===== src/rtl/hd44780_pkg.sv =====
`default_nettype none
// ============================================================================
//  Module      : hd44780_pkg
//  Description : Shared types and timing constants for the HD44780 4-bit
//                write path (state encoding, pulse timing, delays).
//  Revision    : 1.0 - initial release
// ============================================================================
package hd44780_pkg;

    // Writer FSM encoding; explicit 3-bit width so the register width is fixed
    typedef enum logic [2:0] {
        ST_IDLE   = 3'd0,
        ST_SETUP  = 3'd1,
        ST_E_HIGH = 3'd2,
        ST_E_LOW  = 3'd3,
        ST_DELAY  = 3'd4,
        ST_DONE   = 3'd5
    } state_t;

    localparam int c_sysfreq = 48_000_000;
    localparam int c_tsu_cyc = 3;     // >= 40 ns RS/data setup at 48 MHz
    localparam int c_teh_cyc = 12;    // >= 230 ns E high at 48 MHz
    localparam int c_tel_cyc = 14;    // E low, keeps the E period above 500 ns
    localparam int c_us_div  = c_sysfreq / 1_000_000;

    // Standard post-write waits in microseconds
    localparam logic [15:0] c_dly_cmd_us   = 16'd53;
    localparam logic [15:0] c_dly_clear_us = 16'd1640;
    localparam logic [15:0] c_dly_init_us  = 16'd4100;

    function automatic int max3(input int a, input int b, input int c);
        int m;
        m = (a > b) ? a : b;
        return (m > c) ? m : c;
    endfunction

endpackage
`default_nettype wire


===== src/rtl/hd44780_us_tick.sv =====
`default_nettype none
// ============================================================================
//  Module      : hd44780_us_tick
//  Description : Free-running prescaler with synchronous clear; emits a
//                one-cycle tick every DIV clock cycles.
//  Revision    : 1.0 - initial release
// ============================================================================
module hd44780_us_tick
    import hd44780_pkg::*;
#(
    parameter int DIV = c_us_div
) (
    input  logic clk,
    input  logic rst_n,
    input  logic i_clr,
    output logic o_tick
);

    localparam int c_w = (DIV > 1) ? $clog2(DIV) : 1;
    localparam logic [c_w-1:0] c_last = c_w'(DIV - 1);

    logic [c_w-1:0] r_cnt;

    // Count 0..DIV-1 and wrap; clear holds the count at zero
    always_ff @(posedge clk) begin
        if (!rst_n || i_clr) begin
            r_cnt <= '0;
        end else if (r_cnt == c_last) begin
            r_cnt <= '0;
        end else begin
            r_cnt <= r_cnt + 1'b1;
        end
    end

    assign o_tick = (r_cnt == c_last) && !i_clr;

endmodule
`default_nettype wire


===== src/rtl/hd44780_nibble_writer.sv =====
`default_nettype none
// ============================================================================
//  Module      : hd44780_nibble_writer
//  Description : Drives one HD44780 write (one or two nibbles) with setup,
//                E-high and E-low timing, then an optional microsecond wait.
//  Revision    : 1.0 - initial release
// ============================================================================
module hd44780_nibble_writer
    import hd44780_pkg::*;
#(
    parameter int SYSFREQ = c_sysfreq,
    parameter int TSU_CYC = c_tsu_cyc,
    parameter int TEH_CYC = c_teh_cyc,
    parameter int TEL_CYC = c_tel_cyc
) (
    input  logic        CLK_I,
    input  logic        RST_I,
    input  logic        STB_I,
    input  logic [7:0]  DAT_I,
    input  logic        RS_I,
    input  logic        NIB_I,
    input  logic [15:0] DLY_I,
    output logic        BUSY_O,
    output logic        ACK_O,
    output logic        lcd_rs,
    output logic        lcd_e,
    output logic [3:0]  lcd_data
);

    localparam int c_tick_div = SYSFREQ / 1_000_000;
    localparam int c_tmax     = max3(TSU_CYC, TEH_CYC, TEL_CYC);
    localparam int c_cnt_w    = (c_tmax > 1) ? $clog2(c_tmax) : 1;
    localparam logic [c_cnt_w-1:0] c_tsu_last = c_cnt_w'(TSU_CYC - 1);
    localparam logic [c_cnt_w-1:0] c_teh_last = c_cnt_w'(TEH_CYC - 1);
    localparam logic [c_cnt_w-1:0] c_tel_last = c_cnt_w'(TEL_CYC - 1);

    state_t             r_state, w_next_state;
    logic [c_cnt_w-1:0] r_cnt, w_cnt_next;
    logic               r_second, w_second_next;
    logic               r_nib;
    logic [3:0]         r_lo_nib;
    logic [15:0]        r_dly;
    logic [15:0]        r_us, w_us_next;
    logic               w_load, w_lo_load;
    logic               w_tick, w_tick_clr;
    logic               r_busy, r_ack, r_lcd_e, r_lcd_rs;
    logic [3:0]         r_lcd_data;

    // Prescaler only runs while waiting, so every wait starts on a fresh microsecond
    assign w_tick_clr = (r_state != ST_DELAY);

    hd44780_us_tick #(
        .DIV (c_tick_div)
    ) u_us_tick (
        .clk    (CLK_I),
        .rst_n  (RST_I),
        .i_clr  (w_tick_clr),
        .o_tick (w_tick)
    );

    // Next-state, phase counter and microsecond counter
    always_comb begin
        w_next_state  = r_state;
        w_cnt_next    = r_cnt;
        w_second_next = r_second;
        w_us_next     = r_us;
        w_load        = 1'b0;
        w_lo_load     = 1'b0;
        case (r_state)
            ST_IDLE: begin
                if (STB_I) begin
                    w_load        = 1'b1;
                    w_next_state  = ST_SETUP;
                    w_cnt_next    = '0;
                    w_second_next = 1'b0;
                end
            end
            ST_SETUP: begin
                if (r_cnt == c_tsu_last) begin
                    w_next_state = ST_E_HIGH;
                    w_cnt_next   = '0;
                end else begin
                    w_cnt_next = r_cnt + 1'b1;
                end
            end
            ST_E_HIGH: begin
                if (r_cnt == c_teh_last) begin
                    w_next_state = ST_E_LOW;
                    w_cnt_next   = '0;
                end else begin
                    w_cnt_next = r_cnt + 1'b1;
                end
            end
            ST_E_LOW: begin
                if (r_cnt == c_tel_last) begin
                    w_cnt_next = '0;
                    if (!r_second && !r_nib) begin
                        w_second_next = 1'b1;
                        w_lo_load     = 1'b1;
                        w_next_state  = ST_SETUP;
                    end else if (r_dly != 16'd0) begin
                        w_us_next    = '0;
                        w_next_state = ST_DELAY;
                    end else begin
                        w_next_state = ST_DONE;
                    end
                end else begin
                    w_cnt_next = r_cnt + 1'b1;
                end
            end
            ST_DELAY: begin
                if (w_tick) begin
                    // Compare against DLY-1 so 16'hFFFF never needs a 17th bit
                    if (r_us == r_dly - 16'd1) begin
                        w_us_next    = '0;
                        w_next_state = ST_DONE;
                    end else begin
                        w_us_next = r_us + 16'd1;
                    end
                end
            end
            ST_DONE: begin
                w_next_state = ST_IDLE;
            end
            default: begin
                w_next_state = ST_IDLE;
            end
        endcase
    end

    // State, latched request and registered pin/handshake outputs
    always_ff @(posedge CLK_I) begin
        if (!RST_I) begin
            r_state    <= ST_IDLE;
            r_cnt      <= '0;
            r_second   <= 1'b0;
            r_nib      <= 1'b0;
            r_lo_nib   <= 4'h0;
            r_dly      <= 16'd0;
            r_us       <= 16'd0;
            r_busy     <= 1'b0;
            r_ack      <= 1'b0;
            r_lcd_e    <= 1'b0;
            r_lcd_rs   <= 1'b0;
            r_lcd_data <= 4'h0;
        end else begin
            r_state  <= w_next_state;
            r_cnt    <= w_cnt_next;
            r_second <= w_second_next;
            r_us     <= w_us_next;
            r_busy   <= (w_next_state != ST_IDLE);
            r_ack    <= (w_next_state == ST_DONE);
            r_lcd_e  <= (w_next_state == ST_E_HIGH);
            if (w_load) begin
                r_nib      <= NIB_I;
                r_lo_nib   <= DAT_I[3:0];
                r_dly      <= DLY_I;
                r_lcd_rs   <= RS_I;
                r_lcd_data <= DAT_I[7:4];
            end
            if (w_lo_load) begin
                r_lcd_data <= r_lo_nib;
            end
        end
    end

    assign BUSY_O   = r_busy;
    assign ACK_O    = r_ack;
    assign lcd_e    = r_lcd_e;
    assign lcd_rs   = r_lcd_rs;
    assign lcd_data = r_lcd_data;

endmodule
`default_nettype wire


===== config.mk =====
export PLATFORM = sky130hd
export DESIGN_NAME = hd44780_nibble_writer
export DESIGN_NICKNAME = d
export VERILOG_FILES = /design/src/rtl/hd44780_pkg.sv /design/src/rtl/hd44780_us_tick.sv /design/src/rtl/hd44780_nibble_writer.sv
export SDC_FILE = /design/constraint.sdc
export NUM_CORES = 1
export LEC_CHECK = 0
export ABC_AREA = 1
export CORE_MARGIN = 10
export CORE_UTILIZATION = 50
export DETAILED_ROUTE_END_ITERATION = 10
export PLACE_DENSITY = 0.72
export SYNTH_ARGS = -nofsm -noshare
export SYNTH_HDL_FRONTEND = slang
export SYNTH_SLANG_ARGS = --single-unit

===== constraint.sdc =====
create_clock -name CLK_I -period 5.9 [get_ports CLK_I]
set_clock_uncertainty 0.2 [all_clocks]
set_input_delay 1.18 -clock CLK_I [delete_from_list [all_inputs] [get_ports CLK_I]]
set_output_delay 1.18 -clock CLK_I [all_outputs]
set_load 0.01 [all_outputs]

==> results of run 1 <==
[flip-flops by register name, summed over array words and instances (netlist names)]
| register | flops |
|---|---|
| lcd_data | 4 |
| r_us | 16 |
| r_dly | 16 |
| lcd_e | 1 |
| r_state | 3 |
| lcd_rs | 1 |
| u_us_tick.r_cnt | 6 |
| r_cnt | 4 |
| BUSY_O | 1 |
| r_second | 1 |
| r_lo_nib | 4 |
| ACK_O | 1 |
| r_nib | 1 |
[per-layer routing]
| metal | global-route usage, % | wire [microns] | vias up | part of all wire (%) |
|---|---|---|---|---|
| met2 | 30.8 | 4230 | 79 | 49 |
| met3 | 3.59 | 415 | 18 | 4.8 |
| met1 | 20.6 | 3870 | 1557 | 45 |
| met5 | 0 | 0 | - | 0 |
| met4 | 7.59 | 174 | 0 | 2.0 |
| li1 | - | - | 1759 | - |
[worst max path at each step]
stage	to	slack, ns	cells after the start
floorplan	r_dly[10]$_SDFFE_PN0P_	3.69	4
global placement	ACK_O$_SDFF_PN0_	2.69	5
detailed placement	ACK_O$_SDFF_PN0_	2.67	5
CTS	ACK_O$_SDFF_PN0_	3.02	5
global route	ACK_O$_SDFF_PN0_	2.73	5
finish	ACK_O$_SDFF_PN0_	3.00	5
[Yosys cell counts (3+ instances only)]
cell type and n:
nand2_1 109, nor2_1 75, inv_1 64, dfxtp_1 59, nand3_1 55, a21oi_1 31, o21ai_0 28, clkbuf_1 10
xor2_1 10, nor3_1 9, a221oi_1 6, ha_1 6, nand4_1 6, xnor2_1 6, nor2_2 5, inv_2 4
nand2_2 4, nand3b_1 3
[final cells by class]
cell class | instances | area share (%)
Clock inverter | 5 | 0.742
Inverter | 70 | 6.49
Timing Repair Buffer | 38 | 9.27
Multi-Input combinational cell | 379 | 48.6
Tap cell | 80 | 2.47
Sequential cell | 59 | 29.2
Clock buffer | 11 | 3.25
[logic make-up after synthesis]
| family | count (synthesis) | share of synthesized area (%) |
|---|---|---|
| AOI/OAI and AO/OA | 74 | 12.2 |
| and+or+nand+nor | 281 | 36.9 |
| DFF | 59 | 34.0 |
| xor gates and xnor gates | 18 | 5.44 |
| buffers and inverters | 83 | 9.33 |
| adders and majority gates | 6 | 2.16 |
[per-stage QoR]
step | util [%] | power (mW)
after CTS | 59.9 | 0.944
after detailed placement | 57.5 | 0.630
after global placement | 57.5 | 0.625
after global routing | 59.9 | 0.988
final | 59.9 | 0.937
after floorplan | - | 0.571
[worst register-to-register path, cell delays in order (launching register included)]
cell and delay, ns:
dfxtp_1 0.31, inv_1 0.16, ha_1 0.24, nand2_2 0.16
nor2_1 0.20, xor2_1 0.25, nand4_1 0.19, nor2_2 0.15
nand2_2 0.12, a21oi_4 0.36, nor2_1 0.07
[power by group through the flow]
| stage | clock network, mW | registers, mW | logic (mW) |
|---|---|---|---|
| after detailed placement | 0 | 0.439 | 0.190 |
| after global placement | 0 | 0.439 | 0.186 |
| final | 0.315 | 0.431 | 0.192 |
| after CTS | 0.322 | 0.431 | 0.191 |
| after global routing | 0.337 | 0.434 | 0.217 |
| after floorplan | 0 | 0.437 | 0.135 |
==> results.tsv, run 1 <==
metric	value	unit
outcome	finished clean	
I/O pin count	37	
post-route design area	4050	sq um
# rows	30	
Die X	103	microns
Req. time, crit path	5.96	ns
Worst setup startpoint	RST_I	
unique cell type count in the Yosys netlist	44	
Crit path max-delay family	buffers and inverters	
worst path cell trace	clkdlybuf4s50_1 -> buf_4 -> clkinv_1 -> nor2_1 -> a21boi_0	
starting density of the core	51.4	%
CTS tree	done	
Reg area	1180	sq um
sequential power share	46.0	%
pre-CTS setup slack	2.67	ns
setup ws final	3.00	ns
Worst Setup End Kind	flop	
CP Data Arrival Time	2.96	ns
Detail Placement HPWL	6.75	mm
Die ar.	10700	sq um
Placer Congestion	0.922	
Clock power frac	33.6	%
Clock Latency Late Sink	0.34	ns
crit share post-route	49.2	%
most frequent cells in the layout	nand2_1 (109), nor2_1 (75), inv_1 (64), dfxtp_1 (59), nand3_1 (55)	
largest net degree at the start of global routing	42	
Setup TNS	0	ns
WHS	0.257	ns
max-cap violations	0	
# diodes	0	
Fin. Hold Viols	0	
Mapped Area	3470	sq um
final slew viol count	0	
number of synthesized register bits	59	
Bufs on Longest Clock Path	2	
DP Area	3890	sq um
Final Critical Period	2.90	ns
Logic pwr share	20.4	%
Total GRT Usage	17.7	%
DRT Wirelength	8.69	mm
root buffer cell	clkbuf_8	
Synth Flop Type	dfxtp_1	
Crit Path Class	input port to flop	
max incr delay on CP	0.50	ns
layout cells sized above 1	7.47	%
Hold Crit Endpoint	u_us_tick.r_cnt[0]$_SDFF_PP0_	
Crit Path Max Fanout	34	
Avg Cell Area, Syn	6.66	sq um
core area	6760	sq um
first-pass GRT wire length	15.2	mm
Post-synth ARST share	0	%
Post-synth EDFFs	0	
endpoints failing setup	0	
H-tree depth	3	
Setup Fix Bufs, Post-CTS	0	
total clock buffers created by CTS	9	
Syn Nets	556	
Final ANT Viol Nets	0	
Post-Synthesis Cells	521	
CTS Hold Bufs	0	
Power Internal	0.644	mW
area share of the leading cell type in the synthesized netlist	34.0	%
worst hold path depth	1	
vias in the first global route	3417	
area occupied by multi-input gates	1970	sq um
I/O Buffers	36	
P_leak	1.67	nW
dominant cell type by area after synthesis	dfxtp_1	
clock-pin slew on the worst setup and hold paths	0.07	ns
final-layout fill cell count	631	
Ys Warns	0	
vias	3413	
HP Class	flop to flop	
worst reg2reg path depth	10	
Seq/Total Area, Yosys	34.0	%
worst r2r src	r_dly[0]$_SDFFE_PN0P_	
initial antenna violation count	0	
DRC Markers	0	
crit path buf inv count	3	
Power Dens Cells	232	nW/um^2
CTS sink cnt	59	
nets	592	
HP Start	u_us_tick.r_cnt[0]$_SDFF_PP0_	
Max IR drop VDD	0.151	mV
area grow syn2layout	16.6	%
sw frac	31.3	%
Slew headroom	67.2	%
final std cells w/o fill	642	
RSZ-0062 raised after global routing	no	
Synth area leaders	dfxtp_1 (34%), nand2_1 (12%), nor2_1 (8.1%)	
Avg WL per Cell	13.5	microns
Inst Count DP	626	
crit path launch type	input port	
post-cts resize count	0	
R2R Setup Slk	3.39	ns
Slew @ Worst Pin	0.489	ns
Worst R2R End	r_us[6]$_SDFFE_PN0P_	
GRT overflow	0	
DR vias/cell	5.32	
slowest CP cell	clkinv_1	
most common cell after layout, fill and taps aside	nand2_1	
Switch Pwr	0.293	mW
Die Y-Extent	103	microns
initial DRC count	223	
total iterations of the first detailed-routing run	5	
fmax	0.345	GHz
Note: power is estimated with default switching activity, not from simulation.
==> run 2, diff against run 1 <==
==> constraint.sdc (replaced) <==
create_clock -name CLK_I -period 2.93 [get_ports CLK_I]
set_clock_uncertainty 0.2 [all_clocks]
set_input_delay 0.586 -clock CLK_I [delete_from_list [all_inputs] [get_ports CLK_I]]
set_output_delay 0.586 -clock CLK_I [all_outputs]
set_load 0.01 [all_outputs]
==> run 2 against run 1 <==
Net effect:
- combinational power is 100% higher
- via count decreased by 1.9%
- highest routed layer unchanged
- sequential cell count stayed put
- cell count up 0.16%
- die area is the same
- first-iteration DRC count fell by 21%
- largest cell class unchanged
- critical path depth grew 5
- design area is 1.7% higher
- sequential power increased by 100%
==> results.tsv, run 2 (synthesis results as in run 1) <==
metric	value	unit	change
I/O pin count	37		unchanged
Worst Setup End Kind	flop		
final-layout fill cell count	663		+5.1%
initial DRC count	177		-21%
post-cts resize count	0		unchanged
layout cells sized above 1	7.99	%	+0.52 points
WHS	0.246	ns	-0.0105 ns
RSZ-0062 raised after global routing	no		
Power Dens Cells	505	nW/um^2	+120%
biggest regs	r_dly: 16 flops, r_us: 16 flops, u_us_tick.r_cnt: 6 flops		
Setup TNS	0	ns	unchanged
initial antenna violation count	0		unchanged
Setup Fix Bufs, Post-CTS	0		unchanged
H-tree depth	3		unchanged
largest net degree at the start of global routing	40		-4.8%
DRT Wirelength	8.68	mm	about the same
fmax	0.397	GHz	
DP Area	3900	sq um	+0.39%
DR vias/cell	5.21		-2.0%
Detail Placement HPWL	6.68	mm	-0.98%
I/O Buffers	36		unchanged
CTS sink cnt	59		unchanged
vias	3349		-1.9%
Bufs on Longest Clock Path	2		unchanged
Reg area	1180	sq um	unchanged
Clock Latency Late Sink	0.33	ns	about the same
core area	6760	sq um	unchanged
endpoints failing setup	0		unchanged
pre-CTS setup slack	0.435	ns	-2.24 ns
most frequent cells in the layout	nand2_1 (109), nor2_1 (75), inv_1 (64), dfxtp_1 (59), nand3_1 (55)		
Max IR drop VDD	0.316	mV	+110%
outcome	finished clean		
Slew @ Worst Pin	0.475	ns	-0.0134 ns
most common cell after layout, fill and taps aside	nand2_1		
Die ar.	10700	sq um	unchanged
HP Class	flop to flop		
max-cap violations	0		unchanged
crit share post-route	86.0	%	
Final ANT Viol Nets	0		unchanged
Req. time, crit path	2.94	ns	-3.02 ns
root buffer cell	clkbuf_8		
total clock buffers created by CTS	9		unchanged
Slew headroom	68.0	%	+0.76 points
CP Data Arrival Time	2.53	ns	-0.43 ns
Die X	103	microns	unchanged
# diodes	0		unchanged
vias in the first global route	3152		-7.8%
first-pass GRT wire length	14.5	mm	-4.5%
starting density of the core	51.4	%	unchanged
Fin. Hold Viols	0		unchanged
# rows	30		unchanged
DRC Markers	0		unchanged
nets	594		+0.34%
area grow syn2layout	18.6	%	
area occupied by multi-input gates	1970	sq um	unchanged
CTS tree	done		
Crit Path Class	flop to flop		
Crit Path Max Fanout	12		-65%
Placer Congestion	0.972		+5.5%
setup ws final	0.411	ns	-2.59 ns
Final Critical Period	2.52	ns	
CTS Hold Bufs	0		unchanged
Total GRT Usage	17.0	%	-0.66 points
GRT overflow	0		unchanged
P_leak	1.71	nW	+2.3%
final slew viol count	0		unchanged
total iterations of the first detailed-routing run	5		unchanged
crit path launch type	flop		
Avg WL per Cell	13.5	microns	-0.25%
post-route design area	4120	sq um	+1.7%
Die Y-Extent	103	microns	unchanged
clock-pin slew on the worst setup and hold paths	0.07	ns	about the same
[run 2: cell count changes in the layout (fill, tap and decap cells not counted), sizes merged]
cell,delta
bufinv,+2
buf,+2
clkbuf,-1
clkinv,-1
clkinvlp,-1
[run 2: layout make-up]
class | count | area share (%)
clock buffers | 10 | 3.34
well taps | 80 | 2.43
repair buffers | 40 | 9.48
clock inverters | 5 | 1.88
inverters | 70 | 6.38
flip-flops and latches | 59 | 28.7
multi-input cells | 379 | 47.8
[run 2: metrics by stage]
stage	utilization, %	power, mW	instances
3_3_place_gp	57.7	1.26	628
2_1_floorplan	-	1.15	521
4_1_cts	60.9	2.09	643
6_report	60.9	2.08	643
5_1_grt	60.9	2.19	643
3_5_place_dp	57.7	1.27	628
[run 2: path summary, 6_finish.rpt]
kind                                      start                       endpoint  slack [ns]  cells past startpoint
setup reg to reg          r_dly[0]$_SDFFE_PN0P_           r_us[5]$_SDFFE_PN0P_        0.41                     10
setup / recovery          r_dly[0]$_SDFFE_PN0P_           r_us[5]$_SDFFE_PN0P_        0.41                     10
hold / removal    u_us_tick.r_cnt[0]$_SDFF_PP0_  u_us_tick.r_cnt[0]$_SDFF_PP0_        0.25                      1
hold reg to reg   u_us_tick.r_cnt[0]$_SDFF_PP0_  u_us_tick.r_cnt[0]$_SDFF_PP0_        0.25                      1
[run 2: critical path, cell delays in order, from the launching register on]
cell,delay [ns]
dfxtp_1,0.31
inv_1,0.14
ha_1,0.23
nand2_2,0.16
nor2_1,0.23
xor2_1,0.27
nand4_1,0.17
nor2_2,0.15
nand2_2,0.11
a21oi_4,0.34
nor2_1,0.08
[run 2: where the power goes]
part / internal, mW / switching (mW)
registers: 0.836 / 0.0307
clock network: 0.494 / 0.329
logic: 0.159 / 0.229
[run 2: routing by layer]
metal,routed length [microns],part of all wire [%],global-route usage [%],vias to the layer above
met2,4130,48,28.8,67
met4,170,2.0,6.10,0
met1,3970,46,20.1,1512
met5,0,0,0,-
met3,402,4.6,4.85,16
li1,-,-,-,1754
==> run 3, diff against run 2 <==
==> constraint.sdc (replaced) <==
create_clock -name CLK_I -period 2.7 [get_ports CLK_I]
set_clock_uncertainty 0.2 [all_clocks]
set_input_delay 0.54 -clock CLK_I [delete_from_list [all_inputs] [get_ports CLK_I]]
set_output_delay 0.54 -clock CLK_I [all_outputs]
set_load 0.01 [all_outputs]
==> run 3 against run 2 <==
Net effect:
- power increased by 3.4%
- cell count increased by 0.31%
- critical endpoint is now r_us[13]$_SDFFE_PN0P_
- critical path type unchanged
- clock power decreased by 4.3%
- die area unchanged
==> results.tsv, run 3 (synthesis results as in run 1) <==
metric	value	unit	change
DR vias/cell	5.31		+1.9%
WHS	0.259	ns	+0.0125 ns
I/O Buffers	36		unchanged
Clock Latency Late Sink	0.33	ns	about the same
biggest regs	r_dly: 16 flops, r_us: 16 flops, u_us_tick.r_cnt: 6 flops		
worst r2r src	r_dly[0]$_SDFFE_PN0P_		
total iterations of the first detailed-routing run	5		unchanged
vias in the first global route	3249		+3.1%
Die X	103	microns	unchanged
setup ws final	0.279	ns	-0.132 ns
Final Critical Period	2.42	ns	-0.0979 ns
Slew headroom	67.7	%	-0.24 points
Total GRT Usage	17.4	%	+0.39 points
total clock buffers created by CTS	9		unchanged
max-cap violations	0		unchanged
crit path launch type	flop		
CTS sink cnt	59		unchanged
CP Data Arrival Time	2.47	ns	-0.06 ns
CTS Hold Bufs	0		unchanged
most common cell after layout, fill and taps aside	nand2_1		
initial DRC count	208		+18%
crit share post-route	89.7	%	+3.7 points
Power Dens Cells	522	nW/um^2	+3.4%
pre-CTS setup slack	0.247	ns	-0.188 ns
starting density of the core	51.4	%	unchanged
nets	595		+0.17%
Die Y-Extent	103	microns	unchanged
Fin. Hold Viols	0		unchanged
Bufs on Longest Clock Path	2		unchanged
fmax	0.413	GHz	+4.0%
Placer Congestion	0.973		about the same
vias	3423		+2.2%
HP Start	r_lo_nib[3]$_SDFFE_PN0P_		
post-cts resize count	0		unchanged
initial antenna violation count	0		unchanged
Final ANT Viol Nets	0		unchanged
Slew @ Worst Pin	0.479	ns	+0.00358 ns
Worst Setup End Kind	flop		
root buffer cell	clkbuf_8		
core area	6760	sq um	unchanged
DRC Markers	0		unchanged
H-tree depth	3		unchanged
Worst setup startpoint	r_dly[0]$_SDFFE_PN0P_		
HP Class	flop to flop		
layout cells sized above 1	8.14	%	+0.15 points
area occupied by multi-input gates	1970	sq um	unchanged
final-layout fill cell count	651		-1.8%
P_leak	1.70	nW	-0.67%
final slew viol count	0		unchanged
outcome	finished clean		
slowest CP cell	dfxtp_1		
Avg WL per Cell	13.8	microns	+2.1%
GRT overflow	0		unchanged
Req. time, crit path	2.75	ns	-0.19 ns
Reg area	1180	sq um	unchanged
Crit Path Max Fanout	20		+8
worst path cell trace	inv_1 -> ha_1 -> nand2_2 -> nor2_1 -> nand4_1 -> nand4_4 -> inv_2 -> nand2_1 -> inv_1 -> nand3_1 -> a21oi_1		
endpoints failing setup	0		unchanged
largest net degree at the start of global routing	40		unchanged
Max IR drop VDD	0.427	mV	+35%
Top cell by count, worst path	inv_1		
Die ar.	10700	sq um	unchanged
DRT Wirelength	8.89	mm	+2.5%
Crit path max-delay family	simple AND/OR/NAND/NOR gates		
max incr delay on CP	0.33	ns	about the same
# diodes	0		unchanged
Detail Placement HPWL	6.93	mm	+3.7%
CTS tree	done		
first-pass GRT wire length	14.6	mm	+1.0%
RSZ-0062 raised after global routing	no		
Crit Path Class	flop to flop		
clock-pin slew on the worst setup and hold paths	0.07	ns	about the same
most frequent cells in the layout	nand2_1 (109), nor2_1 (75), inv_1 (64), dfxtp_1 (59), nand3_1 (55)		
Setup TNS	0	ns	unchanged
I/O pin count	37		unchanged
crit path buf inv count	3		+2
area grow syn2layout	18.5	%	about the same
# rows	30		unchanged
[run 3: changes by cell type in the layout (fill, tap and decap cells not counted)]
| cell | previous run | this run |
|---|---|---|
| buf_12 | 0 | 1 |
| bufinv_16 | 2 | 1 |
| clkbuf_1 | 0 | 1 |
| clkbuf_8 | 10 | 9 |
| clkinv_2 | 2 | 1 |
| clkinv_4 | 0 | 1 |
| clkinvlp_4 | 1 | 3 |
[run 3: repair_timing]
| action | in CTS | in global routing |
|---|---|---|
| buffers inserted | 0 | 1 |
| endpoints found under the hold margin | 0 | 0 |
| setup endpoints to repair | 0 | 10 |
[run 3: final timing paths]
path                              endpoint  slack, ns  cells after the start
hold / removal    r_lo_nib[3]$_SDFFE_PN0P_       0.26                      2
hold reg to reg   r_lo_nib[3]$_SDFFE_PN0P_       0.26                      2
setup reg to reg     r_us[13]$_SDFFE_PN0P_       0.28                     11
setup / recovery     r_us[13]$_SDFFE_PN0P_       0.28                     11
[run 3: through the flow]
stage	total power, mW	instance area, sq um	instances	util [%]
final	2.15	4120	645	60.9
after floorplan	1.25	3470	521	-
after global placement	1.37	3900	628	57.7
after detailed placement	1.38	3900	628	57.7
after global routing	2.26	4120	645	60.9
after CTS	2.17	4100	644	60.6
[run 3: worst register-to-register path: stages (launching register included)]
cell and delay, ns:
dfxtp_1 0.33, inv_1 0.10, ha_1 0.26, nand2_2 0.20, nor2_1 0.10, nand4_1 0.17
nand4_4 0.21, inv_2 0.31, nand2_1 0.08, inv_1 0.12, nand3_1 0.09, a21oi_1 0.17
[run 3: layer usage]
metal | part of all wire (%) | vias to the layer above | GRT usage (%) | wire [microns]
met1 | 43 | 1549 | 19.8 | 3860
met5 | 0 | - | 0 | 0
li1 | - | 1760 | - | -
met3 | 5.0 | 19 | 4.72 | 443
met2 | 49 | 95 | 30.2 | 4350
met4 | 2.6 | 0 | 7.06 | 229
[run 3: power by group]
group          internal [mW]  switching, mW  total (mW)
Combinational          0.173          0.246       0.419
Sequential             0.907         0.0336       0.941
Clock                  0.426          0.363       0.788
[run 3: area by class of cell]
| class | count | area share, % |
|---|---|---|
| sequential | 59 | 28.7 |
| inverter | 70 | 6.38 |
| clock buffer | 10 | 3.10 |
| timing repair buffer | 41 | 9.97 |
| tap | 80 | 2.43 |
| multi-input combinational | 379 | 47.8 |
| clock inverter | 6 | 1.61 |
